**src/rtl/cfg_pkg.sv**
```systemverilog
// Shared definitions for the configuration write arbiter:
// register map, bank size and the write-request bundle.
package cfg_pkg;

    localparam int NUM_CFG_REGS = 5;

    localparam logic [6:0] ADDR_EN_OUT_LO = 7'd0;
    localparam logic [6:0] ADDR_EN_OUT_HI = 7'd1;
    localparam logic [6:0] ADDR_EN_PWM_LO = 7'd2;
    localparam logic [6:0] ADDR_EN_PWM_HI = 7'd3;
    localparam logic [6:0] ADDR_DUTY      = 7'd4;

    typedef struct packed {
        logic [6:0] addr;
        logic [7:0] data;
    } cfg_wr_t;

endpackage

```
**src/rtl/rr_arbiter2.sv**
```systemverilog
// Two-requester round-robin grant with the last-grant pointer.
// Grant is combinational; the pointer moves on every acceptance.
module rr_arbiter2 (
    input  logic       clk,
    input  logic       rst_n,
    input  logic [1:0] req_i,
    output logic [1:0] gnt_o
);

    logic last_q;
    logic last_d;

    always_comb begin
        gnt_o = 2'b00;
        if (req_i == 2'b11) begin
            gnt_o = last_q ? 2'b01 : 2'b10;
        end else if (req_i[0]) begin
            gnt_o = 2'b01;
        end else if (req_i[1]) begin
            gnt_o = 2'b10;
        end
    end

    always_comb begin
        last_d = last_q;
        if (|gnt_o) last_d = gnt_o[1];
    end

    // Pointer resets to port 1 so port 0 wins the first tie.
    always_ff @(posedge clk or negedge rst_n) begin
        if (!rst_n) last_q <= 1'b1;
        else        last_q <= last_d;
    end

endmodule

```
**src/rtl/cfg_write_arbiter.sv**
```systemverilog
// Two-port config writer with shadow bank; shadow is copied to the
// active PWM/output registers atomically at period boundaries.
module cfg_write_arbiter
    import cfg_pkg::*;
#(
    parameter logic [6:0] MAX_ADDRESS      = 7'h04,
    parameter bit         COMMIT_ON_PERIOD = 1'b1
) (
    input  logic       clk,
    input  logic       rst_n,
    input  logic       req0_valid,
    input  logic [6:0] req0_addr,
    input  logic [7:0] req0_data,
    output logic       req0_ready,
    input  logic       req1_valid,
    input  logic [6:0] req1_addr,
    input  logic [7:0] req1_data,
    output logic       req1_ready,
    input  logic       period_start,
    input  logic       err_clear,
    output logic [7:0] en_reg_out_7_0,
    output logic [7:0] en_reg_out_15_8,
    output logic [7:0] en_reg_pwm_7_0,
    output logic [7:0] en_reg_pwm_15_8,
    output logic [7:0] pwm_duty_cycle,
    output logic       pending,
    output logic       err_addr,
    output logic       err_src
);

    logic [1:0] gnt;
    cfg_wr_t    wr;
    logic       acc;
    logic       in_rng;
    logic       commit;
    logic [2:0] widx;

    logic [7:0] shadow_q [NUM_CFG_REGS];
    logic [7:0] shadow_d [NUM_CFG_REGS];
    logic [7:0] active_q [NUM_CFG_REGS];
    logic [7:0] active_d [NUM_CFG_REGS];
    logic       pending_q, pending_d;
    logic       err_addr_q, err_addr_d;
    logic       err_src_q, err_src_d;

    rr_arbiter2 u_arb (
        .clk   (clk),
        .rst_n (rst_n),
        .req_i ({req1_valid, req0_valid}),
        .gnt_o (gnt)
    );

    assign req0_ready = gnt[0];
    assign req1_ready = gnt[1];

    always_comb begin
        wr = gnt[1] ? cfg_wr_t'{req1_addr, req1_data}
                    : cfg_wr_t'{req0_addr, req0_data};
        acc    = |gnt;
        in_rng = (wr.addr <= MAX_ADDRESS)
              && (wr.addr < 7'(NUM_CFG_REGS));
        widx   = wr.addr[2:0];
        commit = COMMIT_ON_PERIOD && period_start && pending_q;
    end

    // Commit copies the pre-edge shadow; a same-edge write stays pending.
    always_comb begin
        shadow_d  = shadow_q;
        active_d  = active_q;
        pending_d = pending_q;
        if (commit) begin
            active_d  = shadow_q;
            pending_d = 1'b0;
        end
        if (acc && in_rng) begin
            shadow_d[widx] = wr.data;
            if (COMMIT_ON_PERIOD) pending_d = 1'b1;
            else                  active_d[widx] = wr.data;
        end
    end

    always_comb begin
        err_addr_d = err_addr_q;
        err_src_d  = err_src_q;
        if (err_clear) begin
            err_addr_d = 1'b0;
        end else if (acc && !in_rng) begin
            err_addr_d = 1'b1;
            if (!err_addr_q) err_src_d = gnt[1];
        end
    end

    always_ff @(posedge clk or negedge rst_n) begin
        if (!rst_n) begin
            shadow_q   <= '{default: 8'h00};
            active_q   <= '{default: 8'h00};
            pending_q  <= 1'b0;
            err_addr_q <= 1'b0;
            err_src_q  <= 1'b0;
        end else begin
            shadow_q   <= shadow_d;
            active_q   <= active_d;
            pending_q  <= pending_d;
            err_addr_q <= err_addr_d;
            err_src_q  <= err_src_d;
        end
    end

    assign en_reg_out_7_0  = active_q[ADDR_EN_OUT_LO[2:0]];
    assign en_reg_out_15_8 = active_q[ADDR_EN_OUT_HI[2:0]];
    assign en_reg_pwm_7_0  = active_q[ADDR_EN_PWM_LO[2:0]];
    assign en_reg_pwm_15_8 = active_q[ADDR_EN_PWM_HI[2:0]];
    assign pwm_duty_cycle  = active_q[ADDR_DUTY[2:0]];
    assign pending         = pending_q;
    assign err_addr        = err_addr_q;
    assign err_src         = err_src_q;

endmodule

```
**config.mk**
```make
export PLATFORM = sky130hd
export DESIGN_NAME = cfg_write_arbiter
export DESIGN_NICKNAME = d
export VERILOG_FILES = /design/src/rtl/cfg_pkg.sv /design/src/rtl/rr_arbiter2.sv /design/src/rtl/cfg_write_arbiter.sv
export SDC_FILE = /design/constraint.sdc
export NUM_CORES = 1
export LEC_CHECK = 0
export CORE_MARGIN = 2
export CORE_UTILIZATION = 53
export CTS_CLUSTER_DIAMETER = 40
export DETAILED_ROUTE_END_ITERATION = 7
export PLACE_DENSITY = 0.91
export SLEW_MARGIN = 20
export SYNTH_ARGS = -nofsm -noshare
export SYNTH_HDL_FRONTEND = slang
export SYNTH_SLANG_ARGS = --single-unit
export TNS_END_PERCENT = 30
```
**constraint.sdc**
```tcl
create_clock -name clk -period 4.7 [get_ports clk]
set_input_delay 0.94 -clock clk [delete_from_list [all_inputs] [get_ports clk]]
set_output_delay 0.94 -clock clk [all_outputs]
set_load 0.03 [all_outputs]
```
-- After elaboration in Yosys (flattened, before gate mapping)
Cells that the tools add are included.
- register bits: 84
- logic and storage cells: 44
- output and inout port bits: 45
- bits of input ports: 36
- muxes and demuxes: 12
- equality and inequality tests: 1
- order comparisons: 4
- reduce and logical (&&, ||, !) cells: 10
- bitwise operators: 3
- operator list (kind ; number):
    bitwise mux 40 bit ; 1
    demux 8 bit (select 3 bit) ; 1
    2-to-1 mux 15 bit ; 1
    2-to-1 mux 2 bit ; 4
    2-to-1 mux 8 bit ; 1
    <= comparator 7 x 3 -> 1 bit, second input constant ; 1
    less-than comparator 7 x 3 -> 1 bit, second input constant ; 1
    logical AND 1 bit ; 5
    greater-or-equal comparator 4 bit, second input constant ; 1
    less-than comparator 4 x 1 -> 1 bit, second input constant ; 1
    2-to-1 mux 1 bit ; 4
    inverter 3 -> 4 bit ; 1
    nonzero test 2 bit ; 2
    AND reduction 3 bit ; 1
    equality test 2 bit, second input constant ; 1
    inverter 1 bit ; 2
    OR reduction 2 bit ; 1
    zero test 1 bit ; 1

-- Longest topological paths before layout
Gate-level depths: netlist of run 1.
- depth after elaboration: 10
- gate-level depth with buffers: 6
- mapped depth without buffers: 4

-- Modules after synthesis
A second synthesis of run 1 with hierarchy kept.
- cells, all modules: 224
- area, all modules: 3433.3 um^2
- modules (own cells, without submodules) (module ; seq. area each (um^2) ; area each (um^2) ; cells each ; times used):
    cfg_write_arbiter ; 2077.0 ; 3379.5 ; 218 ; 1
    rr_arbiter2 ; 26.3 ; 53.8 ; 6 ; 1

-- Least setup slack after synthesis of run 1
OpenSTA, ideal clock, no wires.
- path kind: input to output
- from: input port req1_valid
- to: output port req1_ready
- arrival time: 1.912 ns
- required time: 3.760 ns
- setup slack: 1.848 ns
- stages: 3
- buffers on the path: 2
- cells stage by stage: a21boi_1 > buf_2 > buf_1
- word-level cells in the longest chain between the ends: 3
- elaborated cells on any way between the ends: 4
- classes of those cells: eq/ne (1); mux (3)
- ends and longest elaborated chain (item ; RTL line ; text):
    from (decl) ; cfg_write_arbiter.sv:15 ; input logic req1_valid,
    2-to-1 mux 2 bit ; rr_arbiter2.sv:19 ; end else if (req_i[1]) begin
    2-to-1 mux 2 bit ; rr_arbiter2.sv:17 ; end else if (req_i[0]) begin
    2-to-1 mux 2 bit * ; rr_arbiter2.sv:15 ; if (req_i == 2'b11) begin
    to (decl) ; cfg_write_arbiter.sv:18 ; output logic req1_ready,
Every way passes the cells marked *; elsewhere a longest branch is shown, timed or not.

-- Worst setup path after layout of run 1
Same ends and word-level chain as after synthesis.

==> key figures, run 1 <==
Setup path
  • Setup CP Type: input port to primary output
  • Setup crit end kind: primary output
  • CP max stage delay: 0.72 ns
  • CP Launch Type: input port
  • Required time worst endpoint: 3.76 ns
  • Crit-path most repeated cell: clkdlybuf4s50_1
  • Critical path's top delay family: buffers and inverters
  • Slowest CP cell: clkdlybuf4s50_1
  • Crit-path max FO: 21
  • Worst Path Arrival: 2.63 ns
  • Critical-path cell list: clkdlybuf4s50_1 -> a21boi_2 -> buf_4 -> clkdlybuf4s50_1
  • Worst Path Buf+Inv: 3

Layout
  • # nets final: 338
  • Diode count: 0
  • Fin util: 71.03%
  • # fillers: 449
  • Layout cells sized above 1: 37.79%
  • Design Area, Final: 4484 um2
  • Area grow syn2layout: 30.71%

Floorplanning
  • Full die area: 7133 um2
  • # IOs: 81
  • Die width: 84.46 um
  • Rows: 29
  • Die span in y: 84.46 um
  • Core Region: 6314 um2
  • Initial cell density of the core: 54.34%

Hold path
  • Hold WC Path Type: register to register

Synth
  • Post-synth EDFFs: 0
  • Mux share of post-synthesis cell area: 30.74%
  • Fraction of the mapped netlist area in simple logic gates: 3.209%
  • Most common cell in the synthesized netlist: mux2_2
  • Leading area contributor after synthesis: dfrtp_1
  • Top cells by area, synth: dfrtp_1 (61%), mux2_2 (29%), a211oi_4 (1.8%), mux2i_1 (0.88%), dfstp_2 (0.77%)
  • Synth Register Bits: 84
  • Compound-Gate Fraction of Synth Area: 3.683%
  • Post-synth cell types: 29
  • Ys Warns: 0
  • Post-synthesis adder-cell area fraction: 0%
  • Synth Area in XOR/XNOR: 0%
  • Post-synth top cells: mux2_2 (89), dfrtp_1 (83), nor2_1 (5)
  • Post-synth top flop: dfrtp_1
  • Sequential area share after synthesis: 61.31%
  • Syn_nets: 253
  • Ys async rst share: 100.0%
  • Main combinational cell family by area after synthesis: multiplexers
  • Post-Syn Area: 3431 um2
  • Post-Synthesis Cells: 217
  • Post-Syn Area per Cell: 15.81 um2
  • Top-area cell type share of the netlist area: 60.54%

Timing
  • Crit share post-route: 75.96%
  • Slew HR: 34.78%
  • Final hold violations: 0
  • Fin Setup TNS: 0 ns
  • Max-slew violation count: 0
  • WHS: 0.4976 ns
  • Max Freq: 280.1 MHz
  • Clk_skew: 0.004807 ns
  • Setup-failing EPs final: 0
  • Crit path time final: 3.570 ns
  • Unrepaired setup endpoints after global routing: no
  • Measured slew at the worst slew-check pin: 0.9748 ns

Global route
  • Initial antenna violation count: 0
  • Largest net degree at the start of global routing: 85
  • GRT Util Overall: 20.54%
  • First-pass GRT wire length: 11260 um
  • Vias in the first global route: 2167
  • GRT Residual Overflow: 0

Placed design
  • Placed inst area: 4310 um2
  • Port bufs: 80
  • Final HPWL DP: 4697 um
  • Routability cong.: 0.7818

Status
  • Status: complete, no violations

Detailed routing
  • Vias per cell: 5.414
  • Detail Route Antenna Nets: 0
  • DR iter-0 viols: 72
  • Final wirelength: 6886 um
  • Via Count: 2079
  • # DRC: 0
  • WL/cell: 17.93 um
  • Initial DRT Pass Iterations: 4

Clocking
  • Post-CTS Setup Bufs: 0
  • Hold_buf cts: 0
  • Clk buf depth: 2
  • Clk root buf: clkbuf_8
  • Num CTS Buffers: 9
  • # resized after CTS: 0
  • CTS tree: done
  • Clock H-tree levels: 3
  • Reg clk slew, reported paths: 0.08 ns
  • Worst-Skew Late Latency: 0.35 ns
  • # clock sinks: 84

Pwr
  • Leakage: 2.063 nW
  • Pwr/cell area: 394.8 nW/um2
  • Worst vdd ir: 0.3268 mV

Job
  • Max_cap viols: 0
sequential cells by signal, indices dropped and copies added, names as in the netlist:
| name | flops |
|---|---|
| shadow_q | 40 |
| en_reg_out_15_8 | 8 |
| en_reg_out_7_0 | 8 |
| en_reg_pwm_15_8 | 8 |
| en_reg_pwm_7_0 | 8 |
| pwm_duty_cycle | 8 |
| err_addr | 1 |
| err_src | 1 |
| pending | 1 |
| u_arb.last_q | 1 |
area by class of cell:
class	count	area, um2	area share [%]
inverters	2	7.507	0.1674
well taps	77	96.34	2.148
clock inverters	4	25.02	0.5580
repair buffers	81	809.5	18.05
multi-input cells	124	1297	28.93
flip-flops and latches	84	2103	46.90
clock buffers	12	145.1	3.237
logic make-up (layout without fill, tap and decap cells):
group	count (synthesis)	count (layout)
AOI/OAI and AO/OA	13	13
buffers and inverters	9	99
DFF	84	84
muxes	94	94
and+or+nand+nor	17	17
metal layers:
| layer | GRT usage (%) | routed length, um | up-vias |
|---|---|---|---|
| li1 | - | - | 950 |
| met3 | 5.900 | 425 | 10 |
| met1 | 28.64 | 3176 | 1056 |
| met5 | 0 | 0 | - |
| met2 | 30.81 | 3171 | 63 |
| met4 | 8.225 | 113 | 0 |
layout by cell type (no fill, tap or decap), types with 2 or more instances in the layout:
master	count
clkbuf_1	2
mux2i_1	3
nor2_1	5
clkinv_2	2
a21oi_2	2
clkbuf_8	10
inv_1	2
clkdlybuf4s50_1	79
nand3_1	2
mux2_1	2
o21ai_0	3
mux2_2	89
dfrtp_1	83
a211oi_4	3
clkinvlp_4	2
power breakdown:
part           internal, W  switching (W)
clock network     0.000205       0.000247
logic             0.000214       0.000213
registers         0.000832      0.0000602
total              0.00125       0.000520
per-stage QoR:
step	setup slack, ns	power (W)	std cells
4_1_cts	1.127	0.001782	384
6_report	1.130	0.001771	384
5_1_grt	1.052	0.001845	384
3_3_place_gp	1.129	0.001323	368
2_1_floorplan	1.848	0.001133	217
3_5_place_dp	1.082	0.001335	368
worst register-to-register path, cell delays in order (launching register included):
cell      delay (ns)
dfstp_2         0.56
a21boi_2        0.05
buf_4           0.22
or4b_1          0.72
a211oi_4        0.57
mux2_2          0.40
path summary, 6_finish.rpt:
| kind | to | slack, ns | from | cells after the start |
|---|---|---|---|---|
| worst max-delay path | req1_ready | 1.13 | req1_valid | 4 |
| worst min-delay path | shadow_q[30] | 0.50 | shadow_q[30] | 1 |
| worst max register to register | shadow_q[27] | 2.07 | u_arb.last_q | 5 |
| worst min register to register | shadow_q[30] | 0.50 | shadow_q[30] | 1 |
| max in group asynchronous | en_reg_pwm_15_8[2] | 3.59 | rst_n | 1 |
| min in group asynchronous | en_reg_pwm_15_8[5] | 0.62 | rst_n | 1 |
No activity file was read; power rests on OpenSTA's default activity.
==> run 2, diff against run 1 <==
--- a/config.mk
+++ b/config.mk
@@ -6,10 +6,10 @@
 export NUM_CORES = 1
 export LEC_CHECK = 0
 export CORE_MARGIN = 2
-export CORE_UTILIZATION = 53
+export CORE_UTILIZATION = 49
 export CTS_CLUSTER_DIAMETER = 40
 export DETAILED_ROUTE_END_ITERATION = 7
-export PLACE_DENSITY = 0.91
+export PLACE_DENSITY = 0.86
 export SLEW_MARGIN = 20
 export SYNTH_ARGS = -nofsm -noshare
 export SYNTH_HDL_FRONTEND = slang
==> constraint.sdc (replaced) <==
create_clock -name clk -period 3.64 [get_ports clk]
set_input_delay 0.728 -clock clk [delete_from_list [all_inputs] [get_ports clk]]
set_output_delay 0.728 -clock clk [all_outputs]
set_load 0.03 [all_outputs]
==> key figures, run 2 (synthesized netlist as in run 1, its figures left out) <==
Layout
  • Finished Layout Cells: 406
  • Commonest non-fill, non-tap cell in the layout: mux2_2
  • # fillers: 482
  • Most frequent cells in the layout: mux2_2 (89), dfrtp_1 (83), clkdlybuf4s50_1 (79)
  • Max FFs per register: 40
  • Largest Register: shadow_q
  • Area grow syn2layout: 32.35%
  • # nets final: 341
  • Layout cells sized above 1: 37.74%
  • Diode count: 0

Detailed routing
  • DR iter-0 viols: 105
  • WL met1: 3120 um
  • Initial DRT Pass Iterations: 4
  • Vias per cell: 5.148
  • # DRC: 0
  • Via Count: 2090
  • Detail Route Antenna Nets: 0
  • Max layer used: met4
  • DR WL met3: 308 um
  • Final wirelength: 6897 um
  • WL/cell: 16.99 um
  • Met2 WL: 3356 um

Placed design
  • Final HPWL DP: 4913 um
  • Port bufs: 80
  • Routability cong.: 0.7201
  • Placed Cells: 390

Timing
  • Unrepaired setup endpoints after global routing: no
  • Fin Setup TNS: 0 ns
  • Final hold violations: 0
  • Measured slew at the worst slew-check pin: 0.8277 ns
  • Crit path time final: 2.991 ns
  • Max Freq: 334.3 MHz
  • Setup-failing EPs final: 0
  • Crit share post-route: 82.18%
  • Clk_skew: 0.007349 ns
  • Slew HR: 44.69%
  • Max-slew violation count: 0

Setup path
  • Setup CP Type: input port to primary output
  • R2R Setup Slk: 1.14 ns
  • Critical path's top delay family: buffers and inverters
  • Worst Path Arrival: 2.26 ns
  • Critical-path cell list: clkdlybuf4s50_1 -> a21boi_2 -> clkdlybuf4s50_1
  • Required time worst endpoint: 2.91 ns
  • Setup crit end kind: primary output
  • Slowest CP cell: clkdlybuf4s50_1
  • Crit-path most repeated cell: clkdlybuf4s50_1
  • R2R Path Start: u_arb.last_q
  • CP max stage delay: 0.71 ns
  • Reg2reg path depth: 4
  • CP Launch Type: input port
  • Worst R2R End: shadow_q[26]
  • Worst Path Buf+Inv: 2
  • Crit-path max FO: 5

Clocking
  • # clock sinks: 84
  • CTS tree: done
  • Clock H-tree levels: 3
  • Worst-Skew Late Latency: 0.35 ns
  • Num CTS Buffers: 9
  • Hold_buf cts: 0
  • Clk buf depth: 2
  • # resized after CTS: 0
  • Clk root buf: clkbuf_8
  • Post-CTS Setup Bufs: 0
  • Reg clk slew, reported paths: 0.08 ns

Pwr
  • Clock Power Share: 25.6%
  • Worst vdd ir: 0.2327 mV
  • P_sw: 0.0006750 W
  • Internal power: 0.001621 W
  • Combinational Power Share: 24.1%
  • Leakage: 2.085 nW
  • Pwr/cell area: 505.8 nW/um2
  • Switch share: 29.39%
  • Seq pwr share: 50.3%

Floorplanning
  • Initial cell density of the core: 50.50%
  • Rows: 30
  • Core Region: 6794 um2
  • # IOs: 81
  • Die span in y: 87.68 um
  • Full die area: 7687 um2
  • Die width: 87.68 um

Global route
  • Vias in the first global route: 2189
  • First-pass GRT wire length: 11200 um
  • Largest net degree at the start of global routing: 85
  • GRT Residual Overflow: 0
  • GRT Util Overall: 19.55%
  • Initial antenna violation count: 0

Job
  • Max_cap viols: 0

Status
  • Status: complete, no violations

Hold path
  • Hold WC Path Type: input port to async pin
-- run 2: cell count changes in the layout (fill, tap and decap cells not counted), sizes merged --
cell / before / now
buf: 2 / 5
clkbuf: 12 / 13
clkinv: 2 / 1
clkinvlp: 2 / 1
inv: 2 / 3
-- run 2: layout make-up --
| type | instances | area, um2 | area share, % |
|---|---|---|---|
| Timing Repair Buffer | 84 | 844.6 | 18.60 |
| Inverter | 2 | 7.507 | 0.1653 |
| Multi-Input combinational cell | 124 | 1295 | 28.52 |
| Clock buffer | 13 | 148.9 | 3.279 |
| Tap cell | 96 | 120.1 | 2.645 |
| Clock inverter | 3 | 21.27 | 0.4684 |
| Sequential cell | 84 | 2103 | 46.32 |
-- run 2: worst max path at each step --
stage,from,end,slack [ns],cells after the start
after floorplan,req1_valid,shadow_q[28],1.10,5
after global placement,req0_addr[3],shadow_q[27],0.40,5
after detailed placement,req0_addr[3],shadow_q[26],0.31,5
after CTS,req1_valid,req1_ready,0.65,3
after global routing,req0_addr[3],shadow_q[24],0.57,5
final,req1_valid,req1_ready,0.65,3
-- run 2: power by group through the flow --
stage | combinational [W] | clock (W) | sequential [W]
2_1_floorplan | 0.000173 | 0 | 0.00129
3_3_place_gp | 0.000543 | 0 | 0.00117
3_5_place_dp | 0.000556 | 0 | 0.00117
4_1_cts | 0.000559 | 0.000596 | 0.00116
5_1_grt | 0.000586 | 0.000641 | 0.00117
6_report | 0.000553 | 0.000589 | 0.00115
-- run 2: per-stage QoR --
step                      instance area (um2)  power, W  setup slack (ns)  hold slack, ns  util (%)
after floorplan                          3431  0.001463             1.097          0.4324         -
after global placement                   4367  0.001708            0.4047          0.4665     64.27
after detailed placement                 4367  0.001730            0.3080          0.4796     64.27
after CTS                                4537  0.002310            0.6508          0.4985     66.78
after global routing                     4541  0.002402            0.5689          0.4770     66.83
final                                    4541  0.002296            0.6487          0.4035     66.83
-- run 2: routing by layer --
metal / up-vias / global-route usage (%)
met1: 1061 / 27.57
met3: 10 / 4.053
met4: 0 / 7.972
met2: 58 / 29.82
li1: 961 / -
met5: - / 0
